## src/rtl/dco_tune_ctrl.sv

```systemverilog
// dco_tune_ctrl: coarse-to-fine DCO tuning controller.
// After a power-up wait, runs a 5-bit SAR on the large capacitor bank, then a
// 5-bit SAR on the medium bank, then tracks continuously with the small bank.
// Each decision uses a window of SETTLE ignored cycles followed by
// 2^AVG_LOG2 summed freq_err samples.
//
// Ports:
//   clk          - clock, rising edge
//   rst_n        - asynchronous active-low reset
//   en           - acquisition request (level); low returns to IDLE
//   freq_err     - signed measured-minus-target frequency (positive: too fast)
//   dco_pd       - DCO power-down (registered, high in IDLE)
//   tdc_pd       - TDC power-down (registered, high in IDLE)
//   c_l_code     - large-bank code
//   c_m_code     - medium-bank code
//   c_s_code     - small-bank code
//   state        - FSM state (IDLE=0 PWRUP=1 LARGE=2 MEDIUM=3 TRACK=4)
//   busy         - high in PWRUP, LARGE and MEDIUM
//   channel_lock - sticky tracking lock indicator
module dco_tune_ctrl #(
  parameter int unsigned PWRUP    = 16,
  parameter int unsigned SETTLE   = 4,
  parameter int unsigned AVG_LOG2 = 3,
  parameter int unsigned LOCK_TOL = 2
) (
  input  logic               clk,
  input  logic               rst_n,
  input  logic               en,
  input  logic signed [11:0] freq_err,
  output logic               dco_pd,
  output logic               tdc_pd,
  output logic [4:0]         c_l_code,
  output logic [4:0]         c_m_code,
  output logic [7:0]         c_s_code,
  output logic [2:0]         state,
  output logic               busy,
  output logic               channel_lock
);

  localparam int unsigned AW     = 12 + AVG_LOG2 + 1;
  localparam int unsigned CW     = 16;
  localparam int unsigned WinLen = SETTLE + (1 << AVG_LOG2);

  localparam logic [CW-1:0]        PwrupLast = CW'(PWRUP - 1);
  localparam logic [CW-1:0]        WinLast   = CW'(WinLen - 1);
  localparam logic [CW-1:0]        SettleCnt = CW'(SETTLE);
  localparam logic signed [AW-1:0] TolS      = AW'(LOCK_TOL);

  typedef enum logic [2:0] {
    StIdle   = 3'd0,
    StPwrup  = 3'd1,
    StLarge  = 3'd2,
    StMedium = 3'd3,
    StTrack  = 3'd4
  } state_e;

  state_e                state_q, state_d;
  logic [CW-1:0]         cnt_q, cnt_d;
  logic signed [AW-1:0]  acc_q, acc_d;
  logic [2:0]            bit_q, bit_d;
  logic [4:0]            cl_q, cl_d;
  logic [4:0]            cm_q, cm_d;
  logic [7:0]            cs_q, cs_d;
  logic [2:0]            lcnt_q, lcnt_d;
  logic                  lock_q, lock_d;
  logic                  pd_q;

  logic signed [AW-1:0]  err_ext;
  logic signed [AW-1:0]  sum;
  logic                  sample, win_end, sum_pos, sum_neg, in_tol, abort;
  logic [4:0]            code;

  assign err_ext = {{(AW-12){freq_err[11]}}, freq_err};
  // Window sum including the sample presented this cycle; used at window end.
  assign sum     = acc_q + err_ext;
  assign sample  = (cnt_q >= SettleCnt);
  assign win_end = (cnt_q == WinLast);
  assign sum_neg = sum[AW-1];
  assign sum_pos = !sum[AW-1] && (sum != '0);
  assign in_tol  = (sum <= TolS) && (sum >= -TolS);

  always_comb begin
    state_d = state_q;
    cnt_d   = cnt_q;
    acc_d   = acc_q;
    bit_d   = bit_q;
    cl_d    = cl_q;
    cm_d    = cm_q;
    cs_d    = cs_q;
    lcnt_d  = lcnt_q;
    lock_d  = lock_q;
    code    = 5'd0;
    abort   = 1'b0;

    case (state_q)
      StIdle: begin
        if (en) begin
          state_d = StPwrup;
          cnt_d   = '0;
        end
      end
      StPwrup: begin
        if (cnt_q == PwrupLast) begin
          state_d = StLarge;
          cnt_d   = '0;
          acc_d   = '0;
          bit_d   = 3'd4;
          cl_d    = 5'b10000;
        end else begin
          cnt_d = cnt_q + CW'(1);
        end
      end
      StLarge, StMedium: begin
        if (sample) acc_d = sum;
        if (win_end) begin
          cnt_d = '0;
          acc_d = '0;
          code  = (state_q == StLarge) ? cl_q : cm_q;
          // Trial bit survives only when the DCO was measured too fast.
          if (!sum_pos) code[bit_q] = 1'b0;
          if (bit_q != 3'd0) begin
            code[bit_q - 3'd1] = 1'b1;
            bit_d              = bit_q - 3'd1;
          end else if (state_q == StLarge) begin
            state_d = StMedium;
            bit_d   = 3'd4;
          end else begin
            state_d = StTrack;
          end
          if (state_q == StLarge) begin
            cl_d = code;
            if (bit_q == 3'd0) cm_d = 5'b10000;
          end else begin
            cm_d = code;
          end
        end else begin
          cnt_d = cnt_q + CW'(1);
        end
      end
      StTrack: begin
        if (sample) acc_d = sum;
        if (win_end) begin
          cnt_d = '0;
          acc_d = '0;
          if (sum_pos && (cs_q != 8'hff)) begin
            cs_d = cs_q + 8'd1;
          end else if (sum_neg && (cs_q != 8'h00)) begin
            cs_d = cs_q - 8'd1;
          end
          if (in_tol) begin
            if (lcnt_q != 3'd4) lcnt_d = lcnt_q + 3'd1;
          end else begin
            lcnt_d = 3'd0;
          end
        end else begin
          cnt_d = cnt_q + CW'(1);
        end
        if (lcnt_d == 3'd4) lock_d = 1'b1;
      end
      default: abort = 1'b1;
    endcase

    if (abort || ((state_q != StIdle) && !en)) begin
      state_d = StIdle;
      cnt_d   = '0;
      acc_d   = '0;
      bit_d   = 3'd0;
      cl_d    = 5'd0;
      cm_d    = 5'd0;
      cs_d    = 8'd128;
      lcnt_d  = 3'd0;
      lock_d  = 1'b0;
    end
  end

  always_ff @(posedge clk or negedge rst_n) begin
    if (!rst_n) begin
      state_q <= StIdle;
      cnt_q   <= '0;
      acc_q   <= '0;
      bit_q   <= 3'd0;
      cl_q    <= 5'd0;
      cm_q    <= 5'd0;
      cs_q    <= 8'd128;
      lcnt_q  <= 3'd0;
      lock_q  <= 1'b0;
      pd_q    <= 1'b1;
    end else begin
      state_q <= state_d;
      cnt_q   <= cnt_d;
      acc_q   <= acc_d;
      bit_q   <= bit_d;
      cl_q    <= cl_d;
      cm_q    <= cm_d;
      cs_q    <= cs_d;
      lcnt_q  <= lcnt_d;
      lock_q  <= lock_d;
      // Power-down follows the state one cycle late.
      pd_q    <= (state_q == StIdle);
    end
  end

  assign state        = state_q;
  assign busy         = (state_q == StPwrup) || (state_q == StLarge) || (state_q == StMedium);
  assign dco_pd       = pd_q;
  assign tdc_pd       = pd_q;
  assign c_l_code     = cl_q;
  assign c_m_code     = cm_q;
  assign c_s_code     = cs_q;
  assign channel_lock = lock_q;

endmodule

```

## config.mk

```make
export PLATFORM = sky130hd
export DESIGN_NAME = dco_tune_ctrl
export DESIGN_NICKNAME = d
export VERILOG_FILES = /design/src/rtl/dco_tune_ctrl.sv
export SDC_FILE = /design/constraint.sdc
export NUM_CORES = 1
export LEC_CHECK = 0
export BUFFER_PORTS_ARGS = -buffer_cell sky130_fd_sc_hd__clkbuf_2
export CAP_MARGIN = 10
export CORE_ASPECT_RATIO = 1.4
export CORE_MARGIN = 8
export CORE_UTILIZATION = 45
export DETAILED_ROUTE_END_ITERATION = 10
export GPL_ROUTABILITY_DRIVEN = 0
export SLEW_MARGIN = 10
export SYNTH_ARGS = -nofsm -noshare
export SYNTH_HDL_FRONTEND = slang
export SYNTH_SLANG_ARGS = --single-unit
```

## constraint.sdc

```tcl
create_clock -name clk -period 4.95 [get_ports clk]
set_input_delay 0.2475 -clock clk [delete_from_list [all_inputs] [get_ports clk]]
set_output_delay 0.2475 -clock clk [all_outputs]
set_load 0.02 [all_outputs]
```

==> reports/summary.txt, run 1 <==
Post-synth cell types -> 75
Port bufs -> 39
Seq pwr share -> 25.7%
Area Growth Syn to Fin -> 13.5%
Synth warn -> 0
Largest net degree at the start of global routing -> 62
Worst slew pin tran -> 0.876 ns
CTS Buffer Depth -> 2
Root buf cell -> clkbuf_16
Max-cap violations -> 0
Starting Density -> 46.2%
Top layer in use -> met4
Simple-Gate Fraction of Synth Area -> 22.2%
DRC violations left -> 0
Mux cell area share after synthesis -> 1.63%
Post-synth top area cell -> dfrtp_1
Clk pwr share -> 21.9%
VDD IR-drop max -> 0.302 mV
Yosys reg bits -> 61
Startpoint types -> register
CTS hold repair buffers -> 0
Complex-gate fraction of the synthesized area -> 26.2%
Synth Area per Inst -> 8.64 µm²
Htree depth -> 3
DRT iter0 DRCs -> 189
Post-CTS Setup Bufs -> 0
Final clock skew -> 0.00919 ns
Initial antenna violation count -> 0
Final global-route overflow total -> 0
Largest family of logic cells by synthesized area -> compound AO/OA/AOI/OAI gates
Asr flop ratio synth -> 100%
# rows -> 43
Via count -> 4148
DRT Wirelength -> 11.4 mm
Power, Total -> 2.80 mW
Final hold violation count -> 0
Worst slack, placed -> 0.408 ns
Inst Count DP -> 691
Slew margin rel. -> 41.4%
Vias in the first global route -> 4124
Leakage -> 2.34 nW
Worst setup margin -> 0.377 ns
Post-placement cell area -> 4920 µm²
Slowest cell on crit path -> fa_1
WHS -> 0.0828 ns
CP Cell Sequence -> ha_1 > fa_1 > a21o_4 > a311oi_2 > o21ai_2 > a21oi_2 > xor2_1 > nand4_2 > o311ai_4 > buf_4 > ha_1 > a21oi_1 > o21bai_1 > a21oi_1 > o21bai_1 > a21o_1 > nand3_1 > mux2i_1 > a2111oi_2
Register area share after synthesis -> 33.3%
GR Util All Layers -> 17.4%
First-pass GRT wire length -> 19.4 mm
Core area -> 9950 µm²
Share of cells above drive strength 1 -> 17.5%
HPWL Detailed -> 8.30 mm
Die Y -> 136 µm
Fin crit period -> 4.57 ns
Net count, final -> 611
Fin area -> 5220 µm²
CTS buffer count -> 9
Vias per Instance -> 5.87
Dominant synthesized flop cell -> dfrtp_1
Max Clk Rate -> 0.219 GHz
Final core occ -> 52.4%
Part of the cycle the worst path needs -> 92.4%
Hold Path Class -> input port to asynchronous set/reset pin
N_diodes -> 0
Number of synthesized flops with an enable pin -> 0
Most common cell after layout, fill and taps aside -> nand2_1
Clock Sinks -> 61
CTS resizes -> 0
Worst-Skew Late Latency -> 0.33 ns
Non-filler cells, final -> 707
Top cell type's share of synthesized area -> 32.1%
Status -> finished clean
Area share of fa/ha/maj cells after synthesis -> 8.22%
Switching Fraction -> 45.1%
Setup repair after global routing missed its margin -> no
Psw -> 1.26 mW
Final setup fails -> 0
Crit path DAT -> 4.79 ns
Worst Path Class, Setup -> register to register
Synth Area in XOR/XNOR -> 4.19%
PD cells -> 537 nW/µm²
Metal1 wirelength -> 4.83 mm
Synth Instances -> 532
Synthesized Nets -> 576
Mapped cell area -> 4600 µm²
CTS tree -> built
Setup crit end kind -> register
DRT antenna net count -> 0
Die Area -> 13700 µm²
Largest cells by area after synthesis -> dfrtp_1, ha_1, nand2_1
Routed wl met2 -> 5.72 mm
Pre-Repair DR Iteration Count -> 5
Internal power -> 1.54 mW
Required @ worst endpoint -> 5.17 ns
Critical path fanouts, max -> 9
Most frequent cells in the layout -> nand2_1, dfrtp_1, o21ai_0
Pins Over Slew Limit -> 0
Combinational share of power -> 52.4%
Wire per inst -> 16.1 µm
CTS clock-pin slew for the worst setup and hold paths -> 0.06 ns
Met3 WL -> 486 µm
TNS Setup -> 0 ns
# IOs -> 40
CP max stage delay -> 0.46 ns
Die W -> 101 µm
[cell type report]
cell class                 instances  area, µm²
inverter                          23       86.3
clock inverter                     2       15.0
sequential                        61       1530
timing repair buffer              47        255
clock buffer                      14        284
multi-input combinational        425       2880
tap                              135        169
fill                             974       4740
[cells by family after synthesis]
| group | Yosys count |
|---|---|
| fa+ha+maj | 29 |
| compound gates | 171 |
| flops | 61 |
| simple gates | 199 |
| mux | 7 |
| xor+xnor | 19 |
| buf+inv | 46 |
[power by group through the flow]
| stage | clock network (mW) | logic (mW) | registers [mW] |
|---|---|---|---|
| detailed placement | 0 | 1.46 | 0.729 |
| global placement | 0 | 1.44 | 0.723 |
| CTS | 0.629 | 1.47 | 0.722 |
| finish | 0.614 | 1.47 | 0.719 |
| global route | 0.650 | 1.63 | 0.740 |
| floorplan | 0 | 1.10 | 0.722 |
[routing by layer]
layer,GRT usage (%),vias up
li1,-,2048
met1,19.8,1969
met2,30.2,104
met3,3.55,27
met4,8.48,0
met5,0,-
[cells in the mapped netlist (9+ instances only)]
library cell  count
nand4_1          10
ha_1             27
nor4_1            9
nand3_1          19
nand2b_1         11
inv_1            23
a21oi_1          27
nand2_1          60
o31ai_1          25
xnor2_1           9
nor2_1           34
o21ai_1          11
clkbuf_1         17
dfrtp_1          59
and3_1           13
o21ai_0          43
nor3_1           10
[path summary, 6_finish.rpt]
check | start | to | slack (ns) | depth (start not counted)
setup / recovery | acc_q[0]$_DFFE_PN0P_ | c_s_code[7]$_DFFE_PN1P_ | 0.38 | 19
hold / removal | rst_n | c_s_code[4]$_DFFE_PN0P_ | 0.08 | 2
setup reg to reg | acc_q[0]$_DFFE_PN0P_ | c_s_code[7]$_DFFE_PN1P_ | 0.38 | 19
hold reg to reg | acc_q[5]$_DFFE_PN0P_ | acc_q[5]$_DFFE_PN0P_ | 0.48 | 2
max in group asynchronous | rst_n | c_l_code[2]$_DFFE_PN0P_ | 4.31 | 2
min in group clk | en | state[2]$_DFFE_PN0P_ | 0.36 | 2
[critical path: cells and delay by family, from the launching register on]
kind	cells	cell delay, ns
buf+inv	1	0.22
compound gates	11	2.22
fa+ha+maj	3	0.94
flops	1	0.38
simple gates	2	0.32
mux	1	0.09
xor+xnor	1	0.28
[sequential cells by signal, summed over array words and instances (netlist names)]
name	flops
channel_lock	1
cnt_q	16
bit_q	3
c_l_code	5
c_m_code	5
dco_pd	1
lcnt_q	3
acc_q	16
state	3
c_s_code	8
Note: power is estimated with default switching activity, not from simulation.
==> run 2: changes to the inputs <==
--- a/config.mk
+++ b/config.mk
@@ -12,6 +12,7 @@
 export CORE_UTILIZATION = 45
 export DETAILED_ROUTE_END_ITERATION = 10
 export GPL_ROUTABILITY_DRIVEN = 0
+export MAX_ROUTING_LAYER = met4
 export SLEW_MARGIN = 10
 export SYNTH_ARGS = -nofsm -noshare
 export SYNTH_HDL_FRONTEND = slang
==> run 2 against run 1 <==
- clock skew about the same
- sequential share of layout area unchanged
- setup slack better by 0.0037 ns
- critical path depth unchanged
- critical path type unchanged
- critical endpoint unchanged
==> reports/summary.txt, run 2 (synthesized netlist as in run 1, its figures left out) <==
DRT antenna net count -> 0
Critical path fanouts, max -> 9
Pre-Repair DR Iteration Count -> 4
Top layer in use -> met4
Fin crit period -> 4.57 ns
GR Util All Layers -> 17.9%
Post-placement cell area -> 4920 µm²
Buffers and inverters on the worst path -> 1
Metal1 wirelength -> 4.90 mm
Starting Density -> 46.2%
Most frequent cells in the layout -> nand2_1, dfrtp_1, o21ai_0
Worst slack, placed -> 0.408 ns
HPWL Detailed -> 8.30 mm
Worst Path Class, Setup -> register to register
Die Area -> 13700 µm²
N_diodes -> 0
Via count -> 4140
Root buf cell -> clkbuf_16
Final global-route overflow total -> 0
Power, Total -> 2.81 mW
Filler cells -> 974
Post-CTS Setup Bufs -> 0
Wire per inst -> 16.1 µm
TNS Setup -> 0 ns
DRT Wirelength -> 11.4 mm
Worst setup margin -> 0.381 ns
CP Cell Sequence -> ha_1 > fa_1 > a21o_4 > a311oi_2 > o21ai_2 > a21oi_2 > xor2_1 > nand4_2 > o311ai_4 > buf_4 > ha_1 > a21oi_1 > o21bai_1 > a21oi_1 > o21bai_1 > a21o_1 > nand3_1 > mux2i_1 > a2111oi_2
CTS clock-pin slew for the worst setup and hold paths -> 0.06 ns
Largest net degree at the start of global routing -> 62
Vias per Instance -> 5.86
Pins Over Slew Limit -> 0
Port bufs -> 39
VDD IR-drop max -> 0.302 mV
DRC violations left -> 0
CTS buffer count -> 9
Crit path DAT -> 4.79 ns
Worst-Skew Late Latency -> 0.33 ns
Part of the cycle the worst path needs -> 92.3%
PD cells -> 538 nW/µm²
Max-cap violations -> 0
Area occupied by multi-input gates -> 2880 µm²
CTS tree -> built
DRT iter0 DRCs -> 162
First-pass GRT wire length -> 19.4 mm
Hold Path Class -> input port to asynchronous set/reset pin
Htree depth -> 3
Startpoint types -> register
Final clock skew -> 0.00873 ns
Setup repair after global routing missed its margin -> no
CTS Buffer Depth -> 2
Die Y -> 136 µm
Required @ worst endpoint -> 5.17 ns
Worst slew pin tran -> 0.877 ns
Inst Count DP -> 691
Non-filler cells, final -> 707
Area Growth Syn to Fin -> 13.5%
Share of cells above drive strength 1 -> 17.5%
Most common cell after layout, fill and taps aside -> nand2_1
Met3 WL -> 433 µm
Leakage -> 2.34 nW
# IOs -> 40
FF/Latch Area -> 1530 µm²
Kind of cell adding the most delay to the critical path -> compound AO/OA/AOI/OAI gates
# rows -> 43
CP max stage delay -> 0.47 ns
Final hold violation count -> 0
Routed wl met2 -> 5.77 mm
Core area -> 9950 µm²
Max Clk Rate -> 0.219 GHz
Fin area -> 5220 µm²
Slew margin rel. -> 41.4%
Final setup fails -> 0
Vias in the first global route -> 4131
Status -> finished clean
Slowest cell on crit path -> fa_1
Setup crit end kind -> register
CTS resizes -> 0
Net count, final -> 611
CTS hold repair buffers -> 0
Die W -> 101 µm
Initial antenna violation count -> 0
Clock Sinks -> 61
-- run 2: cell counts in the layout (fill, tap and decap cells not counted) --
No cell type changed its count.
-- run 2: power by group --
group	internal, mW	switching [mW]
Combinational	0.540	0.933
Sequential	0.606	0.113
Clock	0.393	0.220
-- run 2: routing by layer --
layer  track usage [%]  vias up
met2              30.2       91
met1              19.8     1973
met4              8.48        0
met5                 -        -
li1                  -     2049
met3              3.50       27
-- run 2: worst reg2reg max path: stages, from the launching register on --
cell,delay (ns)
dfrtp_1,0.38
ha_1,0.21
fa_1,0.47
a21o_4,0.25
a311oi_2,0.29
o21ai_2,0.13
a21oi_2,0.16
xor2_1,0.28
nand4_2,0.23
o311ai_4,0.35
buf_4,0.22
ha_1,0.28
a21oi_1,0.22
o21bai_1,0.09
a21oi_1,0.22
o21bai_1,0.09
a21o_1,0.22
nand3_1,0.09
mux2i_1,0.09
a2111oi_2,0.21
-- run 2: final cells by class --
| class | count | area share, % |
|---|---|---|
| clock inverter | 2 | 0.288 |
| sequential | 61 | 29.3 |
| tap | 135 | 3.24 |
| inverter | 23 | 1.65 |
| clock buffer | 14 | 5.44 |
| multi-input combinational | 425 | 55.2 |
| timing repair buffer | 47 | 4.89 |
-- run 2: path summary, 6_finish.rpt --
| path | from | end | slack, ns | cells past startpoint |
|---|---|---|---|---|
| max | acc_q[0]$_DFFE_PN0P_ | c_s_code[7]$_DFFE_PN1P_ | 0.38 | 19 |
| min | rst_n | c_s_code[4]$_DFFE_PN0P_ | 0.08 | 2 |
| max reg2reg | acc_q[0]$_DFFE_PN0P_ | c_s_code[7]$_DFFE_PN1P_ | 0.38 | 19 |
| min reg2reg | acc_q[5]$_DFFE_PN0P_ | acc_q[5]$_DFFE_PN0P_ | 0.48 | 2 |
| max in group asynchronous | rst_n | bit_q[1]$_DFFE_PN0P_ | 4.31 | 2 |
| min in group clk | en | state[2]$_DFFE_PN0P_ | 0.36 | 2 |
-- run 2: stage by stage --
stage	hold WS (ns)	util, %
6_report	0.0797	52.4
5_1_grt	0.185	52.4
3_5_place_dp	0.471	49.4
3_3_place_gp	0.466	49.4
2_1_floorplan	-0.0481	-
4_1_cts	0.136	52.4
==> run 3: changes to the inputs <==
--- a/config.mk
+++ b/config.mk
@@ -5,14 +5,16 @@
 export SDC_FILE = /design/constraint.sdc
 export NUM_CORES = 1
 export LEC_CHECK = 0
+export ABC_CLOCK_PERIOD_IN_PS = 4950
 export BUFFER_PORTS_ARGS = -buffer_cell sky130_fd_sc_hd__clkbuf_2
 export CAP_MARGIN = 10
 export CORE_ASPECT_RATIO = 1.4
 export CORE_MARGIN = 8
-export CORE_UTILIZATION = 45
+export CORE_UTILIZATION = 55
 export DETAILED_ROUTE_END_ITERATION = 10
 export GPL_ROUTABILITY_DRIVEN = 0
 export MAX_ROUTING_LAYER = met4
+export PLACE_DENSITY = 0.74
 export SLEW_MARGIN = 10
 export SYNTH_ARGS = -nofsm -noshare
 export SYNTH_HDL_FRONTEND = slang
==> run 3 against run 2 <==
- setup slack improved by 0.0061 ns
- design area barely moved
- global-route usage rose by 3.3 points
- fmax rose by 0.13%
- wire length rose by 0.11%
- cell count fell by 4.8%
- flip-flop and latch count did not move
- critical path depth did not move
- die area fell by 16%
- total power rose by 4.1%
- sequential power barely moved
- critical path type unchanged
- critical endpoint unchanged
==> reports/summary.txt, run 3 (synthesized netlist as in run 1, its figures left out) <==
Status -> finished clean
CP Cell Sequence -> ha_1 > fa_1 > a21o_4 > a311oi_2 > o21ai_2 > a21oi_2 > xor2_1 > nand4_2 > o311ai_4 > buf_4 > ha_1 > a21oi_1 > o21bai_1 > a21oi_1 > o21bai_1 > a21o_1 > nand3_1 > mux2i_1 > a2111oi_2
Area Growth Syn to Fin -> 13.6%
Pre-Repair DR Iteration Count -> 4
TNS Setup -> 0 ns
Pins Over Slew Limit -> 0
Final hold violation count -> 0
Setup crit end kind -> register
Seq pwr share -> 24.7%
CTS hold repair buffers -> 0
Reg-to-reg setup timing slack -> 0.39 ns
Initial antenna violation count -> 0
Die Area -> 11600 µm²
Hold Path Class -> input port to asynchronous set/reset pin
R2r startpoint -> acc_q[0]$_DFFE_PN0P_
Max Clk Rate -> 0.219 GHz
Largest net degree at the start of global routing -> 62
Die W -> 93.3 µm
VDD IR-drop max -> 0.470 mV
Startpoint types -> register
CTS Buffer Depth -> 2
Fin crit period -> 4.56 ns
DRC violations left -> 0
Worst r2r path cells -> 19
Net count, final -> 610
Worst Path Class, Setup -> register to register
Critical path fanouts, max -> 9
Final core occ -> 64.1%
PD cells -> 559 nW/µm²
Kind of cell adding the most delay to the critical path -> compound AO/OA/AOI/OAI gates
GR Util All Layers -> 21.2%
Filler cells -> 670
Htree depth -> 3
Worst slew pin tran -> 0.871 ns
Slowest cell on crit path -> fa_1
Part of the cycle the worst path needs -> 92.2%
Final global-route overflow total -> 0
Setup repair after global routing missed its margin -> no
Final setup fails -> 0
Vias in the first global route -> 4171
Crit path DAT -> 4.80 ns
Vias per Instance -> 6.23
Max-cap violations -> 0
Buffers and inverters on the worst path -> 1
HPWL Detailed -> 8.21 mm
CP max stage delay -> 0.46 ns
Worst R2R End -> c_s_code[7]$_DFFE_PN1P_
Slew margin rel. -> 41.8%
DRT Wirelength -> 11.4 mm
N_diodes -> 0
Clock Sinks -> 61
Final clock skew -> 0.00488 ns
# rows -> 39
Core area -> 8150 µm²
Port bufs -> 39
Most frequent cells in the layout -> nand2_1, dfrtp_1, o21ai_0
Post-CTS Setup Bufs -> 0
Clk pwr share -> 25.5%
CTS tree -> built
DRT iter0 DRCs -> 190
Psw -> 1.26 mW
First-pass GRT wire length -> 19.3 mm
CTS resizes -> 0
Worst-Skew Late Latency -> 0.34 ns
Most common cell after layout, fill and taps aside -> nand2_1
Combinational share of power -> 49.8%
Switching Fraction -> 43.2%
Leakage -> 2.36 nW
CTS buffer count -> 9
# IOs -> 40
Required @ worst endpoint -> 5.18 ns
Wire per inst -> 17.0 µm
CTS clock-pin slew for the worst setup and hold paths -> 0.05 ns
Root buf cell -> clkbuf_16
Starting Density -> 56.4%
Internal power -> 1.66 mW
DRT antenna net count -> 0
Share of cells above drive strength 1 -> 17.3%
Via count -> 4191
Die Y -> 124 µm
-- run 3: cell count changes in the layout (fill, tap and decap cells not counted) --
| cell | change |
|---|---|
| buf_4 | -1 |
| bufinv_16 | +3 |
| clkbuf_8 | -2 |
| clkinv_2 | +1 |
| clkinvlp_4 | -2 |
-- run 3: final cells by class --
class / instances / area (µm²) / area share, %
clock inverters: 4 / 95.1 / 1.82
multi-input cells: 425 / 2880 / 55.1
repair buffers: 46 / 248 / 4.74
clock buffers: 12 / 256 / 4.91
well taps: 102 / 128 / 2.44
flip-flops and latches: 61 / 1530 / 29.3
inverters: 23 / 86.3 / 1.65
-- run 3: routing by layer --
layer,track usage [%],part of all wire [%],vias up,routed length [µm]
li1,-,-,2036,-
met4,11.8,3.5,0,404
met3,3.56,3.5,30,404
met2,36.4,51,112,5870
met5,-,0,-,0
met1,22.7,42,2013,4740
-- run 3: worst max path at each step --
stage / slack (ns) / endpoint / from / depth (start not counted)
finish: 0.39 / c_s_code[7]$_DFFE_PN1P_ / acc_q[0]$_DFFE_PN0P_ / 19
global route: 0.08 / c_s_code[7]$_DFFE_PN1P_ / acc_q[0]$_DFFE_PN0P_ / 19
CTS: 0.37 / c_s_code[7]$_DFFE_PN1P_ / acc_q[0]$_DFFE_PN0P_ / 19
detailed placement: 0.39 / c_s_code[7]$_DFFE_PN1P_ / acc_q[0]$_DFFE_PN0P_ / 19
global placement: 0.61 / c_s_code[7]$_DFFE_PN1P_ / acc_q[0]$_DFFE_PN0P_ / 19
floorplan: 0.59 / c_s_code[7]$_DFFE_PN1P_ / acc_q[0]$_DFFE_PN0P_ / 19
-- run 3: power groups by stage --
| stage | Sequential (mW) | Combinational, mW | Clock (mW) |
|---|---|---|---|
| 2_1_floorplan | 0.722 | 1.10 | 0 |
| 3_3_place_gp | 0.721 | 1.41 | 0 |
| 3_5_place_dp | 0.727 | 1.44 | 0 |
| 4_1_cts | 0.720 | 1.45 | 0.756 |
| 5_1_grt | 0.739 | 1.61 | 0.776 |
| 6_report | 0.721 | 1.45 | 0.745 |
-- run 3: worst register-to-register path: cells and delay by family, from the launching register on --
family                   cells  cell delay, ns
adder cells (fa/ha/maj)      3            0.96
AO/OA/AOI/OAI               11            2.20
XOR/XNOR                     1            0.29
multiplexers                 1            0.08
buffers and inverters        1            0.23
AND/OR/NAND/NOR              2            0.31
flip-flops                   1            0.37
-- run 3: stage by stage --
stage | area (µm²) | power (mW) | hold WS [ns] | std cells | setup slack [ns]
2_1_floorplan | 4600 | 1.82 | -0.0481 | 532 | 0.594
3_3_place_gp | 4870 | 2.13 | 0.465 | 657 | 0.607
3_5_place_dp | 4870 | 2.17 | 0.474 | 657 | 0.390
4_1_cts | 5220 | 2.93 | 0.119 | 673 | 0.374
5_1_grt | 5220 | 3.12 | 0.177 | 673 | 0.0810
6_report | 5220 | 2.92 | 0.0966 | 673 | 0.387
